==> config.mk <==
export PLATFORM = sky130hd
export DESIGN_NAME = state_vector_streamer_flat
export DESIGN_NICKNAME = d
export VERILOG_FILES = /design/src/rtl/state_vector_streamer_if.sv /design/src/rtl/state_vector_streamer.sv /design/src/flat_wrapper.sv
export SDC_FILE = /design/constraint.sdc
export NUM_CORES = 1
export LEC_CHECK = 0
export CAP_MARGIN = 25
export CELL_PAD_IN_SITES_DETAIL_PLACEMENT = 1
export CELL_PAD_IN_SITES_GLOBAL_PLACEMENT = 1
export CORE_MARGIN = 2
export CORE_UTILIZATION = 25
export CTS_CLUSTER_DIAMETER = 50
export CTS_CLUSTER_SIZE = 12
export DETAILED_ROUTE_END_ITERATION = 8
export HOLD_SLACK_MARGIN = 0.03
export MAX_ROUTING_LAYER = met4
export PLACE_DENSITY_LB_ADDON = 0.1
export SYNTH_ARGS = -nofsm -noshare
export SYNTH_HDL_FRONTEND = slang
export SYNTH_SLANG_ARGS = --single-unit
==> constraint.sdc <==
create_clock -name clk -period 2.5 [get_ports clk]
set_input_delay 0.5 -clock clk [delete_from_list [all_inputs] [get_ports clk]]
set_output_delay 0.5 -clock clk [all_outputs]
set_load 0.05 [all_outputs]
==> src/rtl/state_vector_streamer_if.sv <==
// Handshake bundle for the state vector streamer: state request in, parallel vector
// and element-serial stream out.
interface state_vector_streamer_if #(
   parameter int N_STATES = 9,
   parameter int ST_W     = 4,
   parameter int DATA_W   = 16
);
   logic                         st_valid;
   logic                         st_ready;
   logic [ST_W-1:0]              st;
   logic                         mode;
   logic [N_STATES*DATA_W-1:0]   vec;
   logic                         vec_valid;
   logic                         out_valid;
   logic                         out_ready;
   logic [DATA_W-1:0]            out_data;
   logic [ST_W-1:0]              out_idx;
   logic                         out_last;
   logic                         err_range;

   // The streamer itself sits on the slave side.
   modport slave (
      input  st_valid, st, mode, out_ready,
      output st_ready, vec, vec_valid, out_valid, out_data, out_idx, out_last, err_range
   );

   modport master (
      output st_valid, st, mode, out_ready,
      input  st_ready, vec, vec_valid, out_valid, out_data, out_idx, out_last, err_range
   );
endinterface

==> src/rtl/state_vector_streamer.sv <==
// Registered state-index encoder: expands an accepted state into a one-hot or
// thermometer fixed-point vector, held in parallel and streamed element by element.
module state_vector_streamer #(
   parameter int N_STATES  = 9,
   parameter int ST_W      = 4,
   parameter int DATA_W    = 16,
   parameter int FRAC_W    = 10,
   parameter int ONE_BASED = 1
) (
   input  logic                    clk,
   input  logic                    rst_n,
   state_vector_streamer_if.slave  bus_io
);

   localparam int                 LAST     = N_STATES - 1;
   localparam int                 POS_W    = ST_W + 2;
   localparam logic [DATA_W-1:0]  ONE      = DATA_W'(1) << FRAC_W;
   localparam logic [ST_W-1:0]    LAST_IDX = ST_W'(LAST);

   typedef enum logic {IDLE, STREAM} state_e;

   state_e                        state_q, state_d;
   logic [N_STATES*DATA_W-1:0]    vec_q, vec_d, encVec;
   logic                          vecValid_q, vecValid_d;
   logic [ST_W-1:0]               idx_q, idx_d, nextIdx;
   logic [DATA_W-1:0]             outData_q, outData_d;
   logic                          outLast_q, outLast_d;
   logic                          errRange_q, errRange_d;
   logic signed [POS_W-1:0]       pos;
   logic                          inRange;

   // Two extra bits keep st - ONE_BASED from wrapping, so st=0 reads as negative.
   assign pos     = $signed({2'b00, bus_io.st}) - $signed(POS_W'(ONE_BASED));
   assign inRange = !pos[POS_W-1] && (pos <= $signed(POS_W'(LAST)));
   assign nextIdx = idx_q + ST_W'(1);

   always_comb begin
      encVec = '0;
      for (int i = 0; i < N_STATES; i++) begin
         if (inRange && (bus_io.mode ? (ST_W'(i) <= pos[ST_W-1:0])
                                     : (ST_W'(i) == pos[ST_W-1:0]))) begin
            encVec[i*DATA_W +: DATA_W] = ONE;
         end
      end
   end

   always_comb begin
      state_d    = state_q;
      vec_d      = vec_q;
      vecValid_d = vecValid_q;
      idx_d      = idx_q;
      outData_d  = outData_q;
      outLast_d  = outLast_q;
      errRange_d = 1'b0;
      case (state_q)
         IDLE: begin
            if (bus_io.st_valid) begin
               state_d    = STREAM;
               vec_d      = encVec;
               vecValid_d = 1'b1;
               idx_d      = '0;
               outData_d  = encVec[DATA_W-1:0];
               outLast_d  = 1'b0;
               errRange_d = !inRange;
            end
         end
         STREAM: begin
            if (bus_io.out_ready) begin
               if (outLast_q) begin
                  state_d   = IDLE;
                  idx_d     = '0;
                  outData_d = '0;
                  outLast_d = 1'b0;
               end else begin
                  idx_d     = nextIdx;
                  outData_d = vec_q[int'(nextIdx)*DATA_W +: DATA_W];
                  outLast_d = (nextIdx == LAST_IDX);
               end
            end
         end
         default: state_d = IDLE;
      endcase
   end

   always_ff @(posedge clk or negedge rst_n) begin
      if (!rst_n) begin
         state_q    <= IDLE;
         vec_q      <= '0;
         vecValid_q <= 1'b0;
         idx_q      <= '0;
         outData_q  <= '0;
         outLast_q  <= 1'b0;
         errRange_q <= 1'b0;
      end else begin
         state_q    <= state_d;
         vec_q      <= vec_d;
         vecValid_q <= vecValid_d;
         idx_q      <= idx_d;
         outData_q  <= outData_d;
         outLast_q  <= outLast_d;
         errRange_q <= errRange_d;
      end
   end

   assign bus_io.st_ready  = (state_q == IDLE);
   assign bus_io.out_valid = (state_q == STREAM);
   assign bus_io.vec       = vec_q;
   assign bus_io.vec_valid = vecValid_q;
   assign bus_io.out_data  = outData_q;
   assign bus_io.out_idx   = idx_q;
   assign bus_io.out_last  = outLast_q;
   assign bus_io.err_range = errRange_q;

endmodule

==> src/flat_wrapper.sv <==
// flat-port wrapper written by rule: the top's interface ports become plain ports
module state_vector_streamer_flat 
#(
   parameter int N_STATES  = 9,
   parameter int ST_W      = 4,
   parameter int DATA_W    = 16,
   parameter int FRAC_W    = 10,
   parameter int ONE_BASED = 1
)
  (clk, rst_n, bus_io_st_valid, bus_io_st, bus_io_mode, bus_io_out_ready, bus_io_st_ready, bus_io_vec, bus_io_vec_valid, bus_io_out_valid, bus_io_out_data, bus_io_out_idx, bus_io_out_last, bus_io_err_range);
  state_vector_streamer_if #(.N_STATES(N_STATES), .ST_W(ST_W), .DATA_W(DATA_W)) bus_io_i ();
  input  logic clk;
  input  logic rst_n;
  input wire logic [$bits(bus_io_i.st_valid)-1:0] bus_io_st_valid;
  input wire logic [$bits(bus_io_i.st)-1:0] bus_io_st;
  input wire logic [$bits(bus_io_i.mode)-1:0] bus_io_mode;
  input wire logic [$bits(bus_io_i.out_ready)-1:0] bus_io_out_ready;
  output wire logic [$bits(bus_io_i.st_ready)-1:0] bus_io_st_ready;
  output wire logic [$bits(bus_io_i.vec)-1:0] bus_io_vec;
  output wire logic [$bits(bus_io_i.vec_valid)-1:0] bus_io_vec_valid;
  output wire logic [$bits(bus_io_i.out_valid)-1:0] bus_io_out_valid;
  output wire logic [$bits(bus_io_i.out_data)-1:0] bus_io_out_data;
  output wire logic [$bits(bus_io_i.out_idx)-1:0] bus_io_out_idx;
  output wire logic [$bits(bus_io_i.out_last)-1:0] bus_io_out_last;
  output wire logic [$bits(bus_io_i.err_range)-1:0] bus_io_err_range;
  assign bus_io_i.st_valid = bus_io_st_valid;
  assign bus_io_i.st = bus_io_st;
  assign bus_io_i.mode = bus_io_mode;
  assign bus_io_i.out_ready = bus_io_out_ready;
  assign bus_io_st_ready = bus_io_i.st_ready;
  assign bus_io_vec = bus_io_i.vec;
  assign bus_io_vec_valid = bus_io_i.vec_valid;
  assign bus_io_out_valid = bus_io_i.out_valid;
  assign bus_io_out_data = bus_io_i.out_data;
  assign bus_io_out_idx = bus_io_i.out_idx;
  assign bus_io_out_last = bus_io_i.out_last;
  assign bus_io_err_range = bus_io_i.err_range;
  state_vector_streamer #(.N_STATES(N_STATES), .ST_W(ST_W), .DATA_W(DATA_W), .FRAC_W(FRAC_W), .ONE_BASED(ONE_BASED)) u_core (.clk(clk), .rst_n(rst_n), .bus_io(bus_io_i));
endmodule
==> results.txt, run 1 <==
status: complete, no violations
final net count: 329
global route total overflow: 0
Synth Instances: 280
Setup Buffers After CTS: 0
critical path launch point type: input port
VDD IR max: 265 uV
final instance area: 2240 um^2
setup slack, reg-to-reg: 0.65 ns
CP Data Arrival Time: 2.36 ns
WL final: 4400 um
fin crit period: 2.22 ns
most common cell after layout, fill and taps aside: conb_1
CTS clk-pin slew, worst paths: 0.06 ns
clock buffer depth: 2
Vias/cell: 3.36
fillers: 1148
Fin Hold WS: 0.475 ns
worst endpoint required time: 2.64 ns
H-tree depth: 1
crit end category: flip-flop
Peak Freq: 0.450 GHz
critical path type: in2reg
Final Slew Violations: 0
share of cells above drive strength 1: 6.41%
Final setup viols: 0
Iter 0 DRT Violations: 42
top_reg_cell synth: dfrtp_1
Root Buffer: clkbuf_8
I/O pin count: 178
vias in the first global route: 1215
pwr/cell area: 1010 nW/um^2
CTS tree: yes
Final HPWL DP: 3790 um
drc violations: 0
CTS buffer count: 3
die area: 10100 um^2
final std cells w/o fill: 423
EDFF count, synth: 0
# hold bufs at CTS: 0
RSZ-0062 raised after global routing: false
placed cell areas: 2200 um^2
Final ANT Viol Nets: 0
ys async rst share: 100%
IO Port Bufs: 27
placer congestion estimate: 0.751
global-route usage over all layers: 8.15%
Final Hold Viols: 0
FF-to-FF End: u_core.bus_io.out_data[10]
area of the multi-input gates: 1240 um^2
Layout area overhead: -3.30%
Setup WS post-layout: 0.279 ns
DR vias: 1422
Rows: 35
total number of yosys warnings: 0
placed cell count: 420
#FFs+latches synth: 18
Starting Density: 25.4%
ant diodes: 0
Pleak: 1.19 nW
clk sinks: 18
pin count of the biggest net entering global routing: 19
router iterations before antenna repair: 4
worst r2r src: u_core.bus_io.out_idx[0]
initial antenna violation count: 0
TNS Setup: 0 ns
FF-to-FF path depth: 5
post-DR wirelength/cell: 10.4 um
Die H: 100 um
synth unique cells: 43
Max Cap Viol: 0
Crit Path Max Fanout: 6
Hold EP: u_core.bus_io.vec_valid
post-synthesis sequential area ratio: 19.4%
measured slew at the worst slew-check pin: 0.513 ns
synthesized area: 2320 um^2
most frequent cells in the layout: conb_1, clkdlybuf4s50_1, nand2_1, dfrtp_1, buf_4
CORE AREA: 9110 um^2
hold_sp: u_core.bus_io.vec_valid
Seq. cell area: 450 um^2
clock latency on the worst-skew pair: 0.25 ns
Die X: 100 um
hold path cells: 1
global-route wire length before repair: 6400 um
Placement Setup Slack: -0.0146 ns
min-delay worst type: reg2reg
post_cts resized: 0
Post-Syn Area per Cell: 8.27 um^2
Final Cycle Share: 88.8%
clk_skew: 0.000867 ns
max-slew headroom at the worst pin: 65.7%
## cell families (layout without fill, tap and decap cells)
family | count (synthesis) | count (layout) | share of synthesized area (%)
AOI/OAI and AO/OA | 35 | 35 | 10.9
buffers and inverters | 163 | 46 | 51.1
and+or+nand+nor | 49 | 49 | 10.9
other | 1 | 150 | 0.162
adders and majority gates | 6 | 6 | 3.24
xor gates and xnor gates | 4 | 4 | 1.51
muxes | 4 | 4 | 2.81
DFF | 18 | 18 | 19.4
## through the flow
| step | utilization [%] | total power (W) |
|---|---|---|
| 6_report | 24.6 | 0.00227 |
| 5_1_grt | 24.6 | 0.00241 |
| 4_1_cts | 24.6 | 0.00230 |
| 3_5_place_dp | 24.1 | 0.00209 |
| 3_3_place_gp | 24.1 | 0.00209 |
| 2_1_floorplan | - | 0.00189 |
## per-layer routing
metal	global-route usage, %	up-vias	part of all wire (%)
met4	1.58	0	0
met2	13.7	76	52
met5	-	-	0
met3	1.46	0	7.0
met1	10.3	661	41
li1	-	685	-
## worst max path at each step
stage | slack, ns | endpoint | cells past startpoint | start
finish | 0.28 | u_core.bus_io.vec[42] | 8 | bus_io_st[1]
global route | 0.11 | u_core.bus_io.out_data[10] | 8 | bus_io_st[0]
CTS | 0.25 | bus_io_out_idx[0] | 1 | u_core.bus_io.out_idx[0]
detailed placement | -0.01 | u_core.bus_io.vec[42] | 8 | bus_io_st[1]
global placement | 0.02 | u_core.bus_io.out_data[10] | 8 | bus_io_st[1]
floorplan | 0.56 | u_core.bus_io.out_data[10] | 5 | u_core.bus_io.out_idx[0]
## power breakdown
| group | switching, W | internal (W) | total, W |
|---|---|---|---|
| sequential | 0.000134 | 0.000400 | 0.000535 |
| clock | 0.0000887 | 0.000107 | 0.000196 |
| combinational | 0.00115 | 0.000392 | 0.00154 |
| total | 0.00137 | 0.000899 | 0.00227 |
## synth_stat cells (all sizes together) (3+ instances only)
cell type / instances / area, um^2
o21ai: 9 / 45.0
inv: 6 / 22.5
o41ai: 3 / 26.3
nand2: 18 / 67.6
clkbuf: 4 / 15.0
nor3: 3 / 20.0
ha: 6 / 75.1
dfrtp: 18 / 450
a31oi: 3 / 18.8
a22o: 3 / 26.3
nand3b: 3 / 22.5
buf: 153 / 1150
a21oi: 5 / 28.8
nand2b: 3 / 18.8
nor2: 9 / 33.8
## worst max-delay path: stages
cell and delay (ns):
clkdlybuf4s50_1 0.47, inv_1 0.09, ha_1 0.32, nand3_1 0.09, nand2_1 0.07, a221oi_2 0.47
nor2_1 0.13, a22o_1 0.20
## state kept, by name, indices dropped and copies added (netlist names)
register / flops
u_core.bus_io.vec_valid: 1
u_core.bus_io.out_idx: 4
u_core.bus_io.out_last: 1
u_core.bus_io.out_data: 1
u_core.bus_io.vec: 9
u_core.bus_io.err_range: 1
u_core.bus_io.out_valid: 1
## layout make-up
type,instances,area share (%)
Clock buffer,3,1.84
Inverter,6,1.01
Multi-Input combinational cell,248,55.4
Sequential cell,18,20.1
Tap cell,111,6.20
Timing Repair Buffer,37,15.4
Note: power is estimated with default switching activity, not from simulation.
==> run 2, diff against run 1 <==
--- a/config.mk
+++ b/config.mk
@@ -10,12 +10,14 @@
 export CELL_PAD_IN_SITES_GLOBAL_PLACEMENT = 1
 export CORE_MARGIN = 2
 export CORE_UTILIZATION = 25
+export CTS_BUF_LIST = sky130_fd_sc_hd__clkbuf_2 sky130_fd_sc_hd__clkbuf_4 sky130_fd_sc_hd__clkbuf_8
 export CTS_CLUSTER_DIAMETER = 50
 export CTS_CLUSTER_SIZE = 12
 export DETAILED_ROUTE_END_ITERATION = 8
 export HOLD_SLACK_MARGIN = 0.03
 export MAX_ROUTING_LAYER = met4
 export PLACE_DENSITY_LB_ADDON = 0.1
+export SETUP_SLACK_MARGIN = 0.5
 export SYNTH_ARGS = -nofsm -noshare
 export SYNTH_HDL_FRONTEND = slang
 export SYNTH_SLANG_ARGS = --single-unit
==> results.txt, run 2 (synthesis gave the netlist of run 1 again) <==
most frequent cells in the layout: conb_1, dfrtp_1, nand2_1, clkdlybuf4s50_1, buf_4
Iter 0 DRT Violations: 42 (unchanged)
CORE AREA: 9110 um^2 (unchanged)
clk_skew: 0.000868 ns (+0.000000722 ns)
# hold bufs at CTS: 0 (unchanged)
Pwr Total: 0.00225 W (-0.82%)
Final Cycle Share: 77.5% (-11 points)
min-delay worst type: reg2reg
crit end category: primary output
drc violations: 0 (unchanged)
Crit Path Max Fanout: 3 (-3)
Crit path largest cell delay: 0.81 ns (+0.34 ns)
Die H: 100 um (unchanged)
initial antenna violation count: 0 (unchanged)
clock latency on the worst-skew pair: 0.25 ns (about the same)
worst endpoint required time: 2.00 ns (-0.64 ns)
CTS buffer count: 3 (unchanged)
H-tree depth: 1 (unchanged)
global route total overflow: 0 (unchanged)
ant diodes: 0 (unchanged)
Final Slew Violations: 0 (unchanged)
clock power share: 8.7% (about the same)
die area: 10100 um^2 (unchanged)
Peak Freq: 0.516 GHz (+15%)
Final HPWL DP: 3790 um (unchanged)
final net count: 330 (+0.30%)
worst r2r src: u_core.bus_io.out_idx[0]
critical path launch point type: flip-flop
router iterations before antenna repair: 4 (unchanged)
placed cell areas: 2200 um^2 (unchanged)
Max Cap Viol: 0 (unchanged)
max-slew headroom at the worst pin: 65.4% (-0.28 points)
share of cells above drive strength 1: 8.95% (+2.5 points)
clock buffer depth: 2 (unchanged)
most common cell after layout, fill and taps aside: conb_1
Starting Density: 25.4% (unchanged)
global-route usage over all layers: 8.45% (+0.30 points)
Final Hold Viols: 0 (unchanged)
CTS tree: yes
IO Port Bufs: 27 (unchanged)
Final setup viols: 0 (unchanged)
Placement Setup Slack: -0.0146 ns (unchanged)
Reg power frac: 23.6% (about the same)
WL final: 4530 um (+2.8%)
placed cell count: 420 (unchanged)
pin count of the biggest net entering global routing: 19 (unchanged)
Setup WS post-layout: 0.563 ns (+0.284 ns)
Layout area overhead: -0.648%
placer congestion estimate: 0.751 (unchanged)
Switching Fraction: 61.1% (+0.71 points)
CTS clk-pin slew, worst paths: 0.06 ns (about the same)
fin crit period: 1.94 ns (-0.284 ns)
DR vias: 1431 (+0.63%)
hold_sp: u_core.bus_io.vec_valid
status: complete, no violations
Vias/cell: 3.38 (+0.40%)
CP Buf/Inv Count: 1 (-1)
final std cells w/o fill: 424 (+0.24%)
CP startpoint: u_core.bus_io.vec[26]
RSZ-0062 raised after global routing: false
Rows: 35 (unchanged)
combinational power share: 67.7% (-0.2 points)
Pleak: 1.33 nW (+12%)
VDD IR max: 249 uV (-6.1%)
vias in the first global route: 1240 (+2.1%)
Die X: 100 um (unchanged)
critical path type: reg2out
Final ANT Viol Nets: 0 (unchanged)
max FFs per register: 9 (unchanged)
measured slew at the worst slew-check pin: 0.518 ns (+0.00489 ns)
Cell Chain, Critical Path: clkdlybuf4s50_1
CP Data Arrival Time: 1.44 ns (-0.92 ns)
global-route wire length before repair: 6620 um (+3.3%)
Net Sw Power: 0.00138 W (+0.34%)
fillers: 1147 (-0.087%)
post-DR wirelength/cell: 10.7 um (+2.5%)
final instance area: 2300 um^2 (+2.7%)
clk sinks: 18 (unchanged)
cell internal pwr: 0.000876 W (-2.6%)
CP max stage cell: clkdlybuf4s50_1
I/O pin count: 178 (unchanged)
pwr/cell area: 980 nW/um^2 (-3.5%)
Root Buffer: clkbuf_8
Crit path max-delay family: buffers and inverters
run 2: layout make-up:
class	instances	area [um^2]	area share, %
inverter	6	22.5	0.979
tap	111	139	6.04
multi-input combinational	248	1290	56.0
clock buffer	3	41.3	1.79
timing repair buffer	38	360	15.7
sequential	18	450	19.6
run 2: timing repair:
| item | 4_1_cts | 5_1_grt |
|---|---|---|
| setup buffers | 1 | 0 |
| resized for setup | 18 | 8 |
| endpoints found under the setup margin | 17 | 8 |
| pin swaps | 2 | 0 |
run 2: worst paths after layout:
path                       cells past startpoint  slack, ns                          to
min reg2reg                                    1       0.48     u_core.bus_io.vec_valid
max reg2reg                                    5       0.63  u_core.bus_io.out_data[10]
max in group asynchronous                      2       1.71  u_core.bus_io.out_data[10]
min                                            1       0.48     u_core.bus_io.vec_valid
min in group asynchronous                      2       0.59     u_core.bus_io.vec_valid
max                                            1       0.56              bus_io_vec[26]
run 2: stage by stage:
step	TNS, ns	hold WS, ns	utilization, %
4_1_cts	0	0.475	25.1
2_1_floorplan	0	0.204	-
3_3_place_gp	0	0.452	24.1
5_1_grt	0	0.507	25.3
6_report	0	0.476	25.3
3_5_place_dp	-0.0381	0.458	24.1
run 2: power by group through the flow:
stage / clock (W) / sequential, W / combinational, W
after global placement: 0 / 0.000546 / 0.00155
after floorplan: 0 / 0.000869 / 0.00102
final: 0.000196 / 0.000533 / 0.00153
after CTS: 0.000206 / 0.000540 / 0.00154
after detailed placement: 0 / 0.000547 / 0.00155
after global routing: 0.000218 / 0.000558 / 0.00161
run 2: per-layer routing:
| metal | up-vias | track usage (%) | share of wire [%] |
|---|---|---|---|
| li1 | 690 | - | - |
| met4 | 0 | 1.58 | 0 |
| met3 | 0 | 1.46 | 6.9 |
| met5 | - | - | 0 |
| met2 | 76 | 14.6 | 53 |
| met1 | 665 | 10.5 | 40 |
==> run 3, diff against run 2 <==
--- a/config.mk
+++ b/config.mk
@@ -9,7 +9,7 @@
 export CELL_PAD_IN_SITES_DETAIL_PLACEMENT = 1
 export CELL_PAD_IN_SITES_GLOBAL_PLACEMENT = 1
 export CORE_MARGIN = 2
-export CORE_UTILIZATION = 25
+export CORE_UTILIZATION = 21
 export CTS_BUF_LIST = sky130_fd_sc_hd__clkbuf_2 sky130_fd_sc_hd__clkbuf_4 sky130_fd_sc_hd__clkbuf_8
 export CTS_CLUSTER_DIAMETER = 50
 export CTS_CLUSTER_SIZE = 12
==> constraint.sdc (replaced) <==
create_clock -name clk -period 1.6 [get_ports clk]
set_input_delay 0.32 -clock clk [delete_from_list [all_inputs] [get_ports clk]]
set_output_delay 0.32 -clock clk [all_outputs]
set_load 0.05 [all_outputs]
==> results.txt, run 3 (synthesis gave the netlist of run 1 again) <==
status: complete, no violations
worst endpoint required time: 1.74 ns (-0.26 ns)
critical path endpoint: u_core.bus_io.out_data[10]
FF-to-FF path depth: 5 (unchanged)
critical path launch point type: flip-flop
pwr/cell area: 1500 nW/um^2 (+53%)
DR vias: 1678 (+17%)
Final HPWL DP: 4420 um (+17%)
Reg power frac: 17.6% (-6.0 points)
crit end category: flip-flop
global-route wire length before repair: 7970 um (+20%)
Max Cap Viol: 0 (unchanged)
CTS tree: yes
clk sinks: 18 (unchanged)
Die H: 109 um (+8.7%)
Vias/cell: 3.29 (-2.5%)
most common cell after layout, fill and taps aside: conb_1
RSZ-0062 raised after global routing: true
Final setup viols: 0 (unchanged)
Die X: 109 um (+8.7%)
Crit Path Max Fanout: 4 (+1)
CP Data Arrival Time: 1.71 ns (+0.27 ns)
FF-to-FF End: u_core.bus_io.out_data[10]
VDD IR max: 650 uV (+160%)
Net Sw Power: 0.00255 W (+85%)
TNS Setup: 0 ns (unchanged)
Final Cycle Share: 98.5%
H-tree depth: 1 (unchanged)
Fin Hold WS: 0.401 ns (-0.0741 ns)
clock latency on the worst-skew pair: 0.25 ns (about the same)
Pleak: 1.68 nW (+26%)
Final Slew Violations: 0 (unchanged)
I/O pin count: 178 (unchanged)
setup slack, reg-to-reg: 0.02 ns (-0.61 ns)
clk_skew: 0.00207 ns (+0.00120 ns)
post-DR wirelength/cell: 11.0 um (+3.1%)
placer congestion estimate: 0.754 (+0.36%)
global route total overflow: 0 (unchanged)
Cell Chain, Critical Path: ha_4 > mux4_2 > and2_4 > o2111ai_2 > nand3b_1
CORE AREA: 10800 um^2 (+18%)
Starting Density: 21.5% (-4.0 points)
Iter 0 DRT Violations: 32 (-24%)
cell internal pwr: 0.00237 W (+170%)
Setup WS post-layout: 0.0234 ns (-0.540 ns)
final net count: 386 (+17%)
Rows: 38 (+8.6%)
most frequent cells in the layout: conb_1, buf_4, buf_6, nand2_1, buf_12
Placement Setup Slack: -0.655 ns (-0.640 ns)
Final Hold Viols: 0 (unchanged)
max FFs per register: 9 (unchanged)
IO Port Bufs: 27 (unchanged)
global-route usage over all layers: 8.78% (+0.34 points)
Layout area overhead: 41.8%
die area: 11900 um^2 (+18%)
vias in the first global route: 1498 (+21%)
router iterations before antenna repair: 4 (unchanged)
initial antenna violation count: 0 (unchanged)
min-delay worst type: in2async
ant diodes: 0 (unchanged)
CTS buffer count: 3 (unchanged)
share of cells above drive strength 1: 37.8% (+29 points)
pin count of the biggest net entering global routing: 19 (unchanged)
Final ANT Viol Nets: 0 (unchanged)
clock buffer depth: 2 (unchanged)
Switching Fraction: 51.8% (-9.3 points)
drc violations: 0 (unchanged)
Root Buffer: clkbuf_8
Peak Freq: 0.634 GHz
CP startpoint: u_core.bus_io.out_idx[1]
critical path type: reg2reg
worst r2r src: u_core.bus_io.out_idx[1]
CTS clk-pin slew, worst paths: 0.07 ns (about the same)
CP max stage cell: dfrtp_2
Crit path largest cell delay: 0.46 ns (-0.35 ns)
combinational power share: 75.1% (+7.4 points)
clock power share: 7.2% (-1.5 points)
WL final: 5610 um (+24%)
fin crit period: 1.58 ns
## run 3: cell types whose count changed in the layout (fill, tap and decap cells not counted), sizes merged
cell	before	now
buf	11	88
clkdlybuf4s50	11	1
dlygate4sd2	8	1
dlymetal6s2s	7	2
clkinvlp	0	3
inv	6	3
clkbuf	3	5
## run 3: area by class of cell
type	instances	area, um^2
Sequential cell	18	458
Clock buffer	4	48.8
Tap cell	140	175
Inverter	6	33.8
Multi-Input combinational cell	248	1530
Timing Repair Buffer	94	1040
Fill cell	1304	7510
## run 3: timing repair
item                                    4_1_cts  5_1_grt
endpoints found under the setup margin       35       36
pin swaps                                    17       18
buffers inserted                             21       10
hold buffers                                  0        0
gates resized for setup                      52       36
## run 3: critical path, delay by kind of cell, from the launching register on
| family | cells | cell delay, ns |
|---|---|---|
| adders and majority gates | 1 | 0.31 |
| muxes | 1 | 0.28 |
| DFF | 1 | 0.46 |
| AOI/OAI and AO/OA | 1 | 0.16 |
| and+or+nand+nor | 2 | 0.24 |
## run 3: metal layers
metal	vias to the layer above	wire, um	global-route usage (%)
met2	78	3100	15.9
met5	-	0	-
li1	800	-	-
met3	2	356	1.14
met4	0	8	1.37
met1	798	2150	10.5
## run 3: how the worst min path moves through the flow
stage / from / to / slack (ns) / cells after the start
after floorplan: rst_n / u_core.bus_io.err_range / 0.02 / 0
after global placement: u_core.bus_io.vec_valid / u_core.bus_io.vec_valid / 0.46 / 1
after detailed placement: u_core.bus_io.vec_valid / u_core.bus_io.vec_valid / 0.46 / 1
after CTS: rst_n / u_core.bus_io.vec_valid / 0.41 / 2
after global routing: rst_n / u_core.bus_io.out_idx[3] / 0.43 / 2
final: rst_n / u_core.bus_io.vec_valid / 0.40 / 2
## run 3: power groups by stage
stage	combinational, W	clock, W	sequential [W]
global placement	0.00307	0	0.000840
global route	0.00390	0.000396	0.000894
CTS	0.00349	0.000375	0.000858
finish	0.00369	0.000356	0.000867
floorplan	0.00166	0	0.00138
detailed placement	0.00307	0	0.000845
## run 3: stage by stage
step	instance area [um^2]	total power (W)	util, %	std cells
6_report	3280	0.00492	30.4	510
5_1_grt	3280	0.00519	30.4	510
4_1_cts	3060	0.00472	28.3	500
3_5_place_dp	2680	0.00392	24.8	475
3_3_place_gp	2680	0.00391	24.8	475
2_1_floorplan	3000	0.00304	-	429
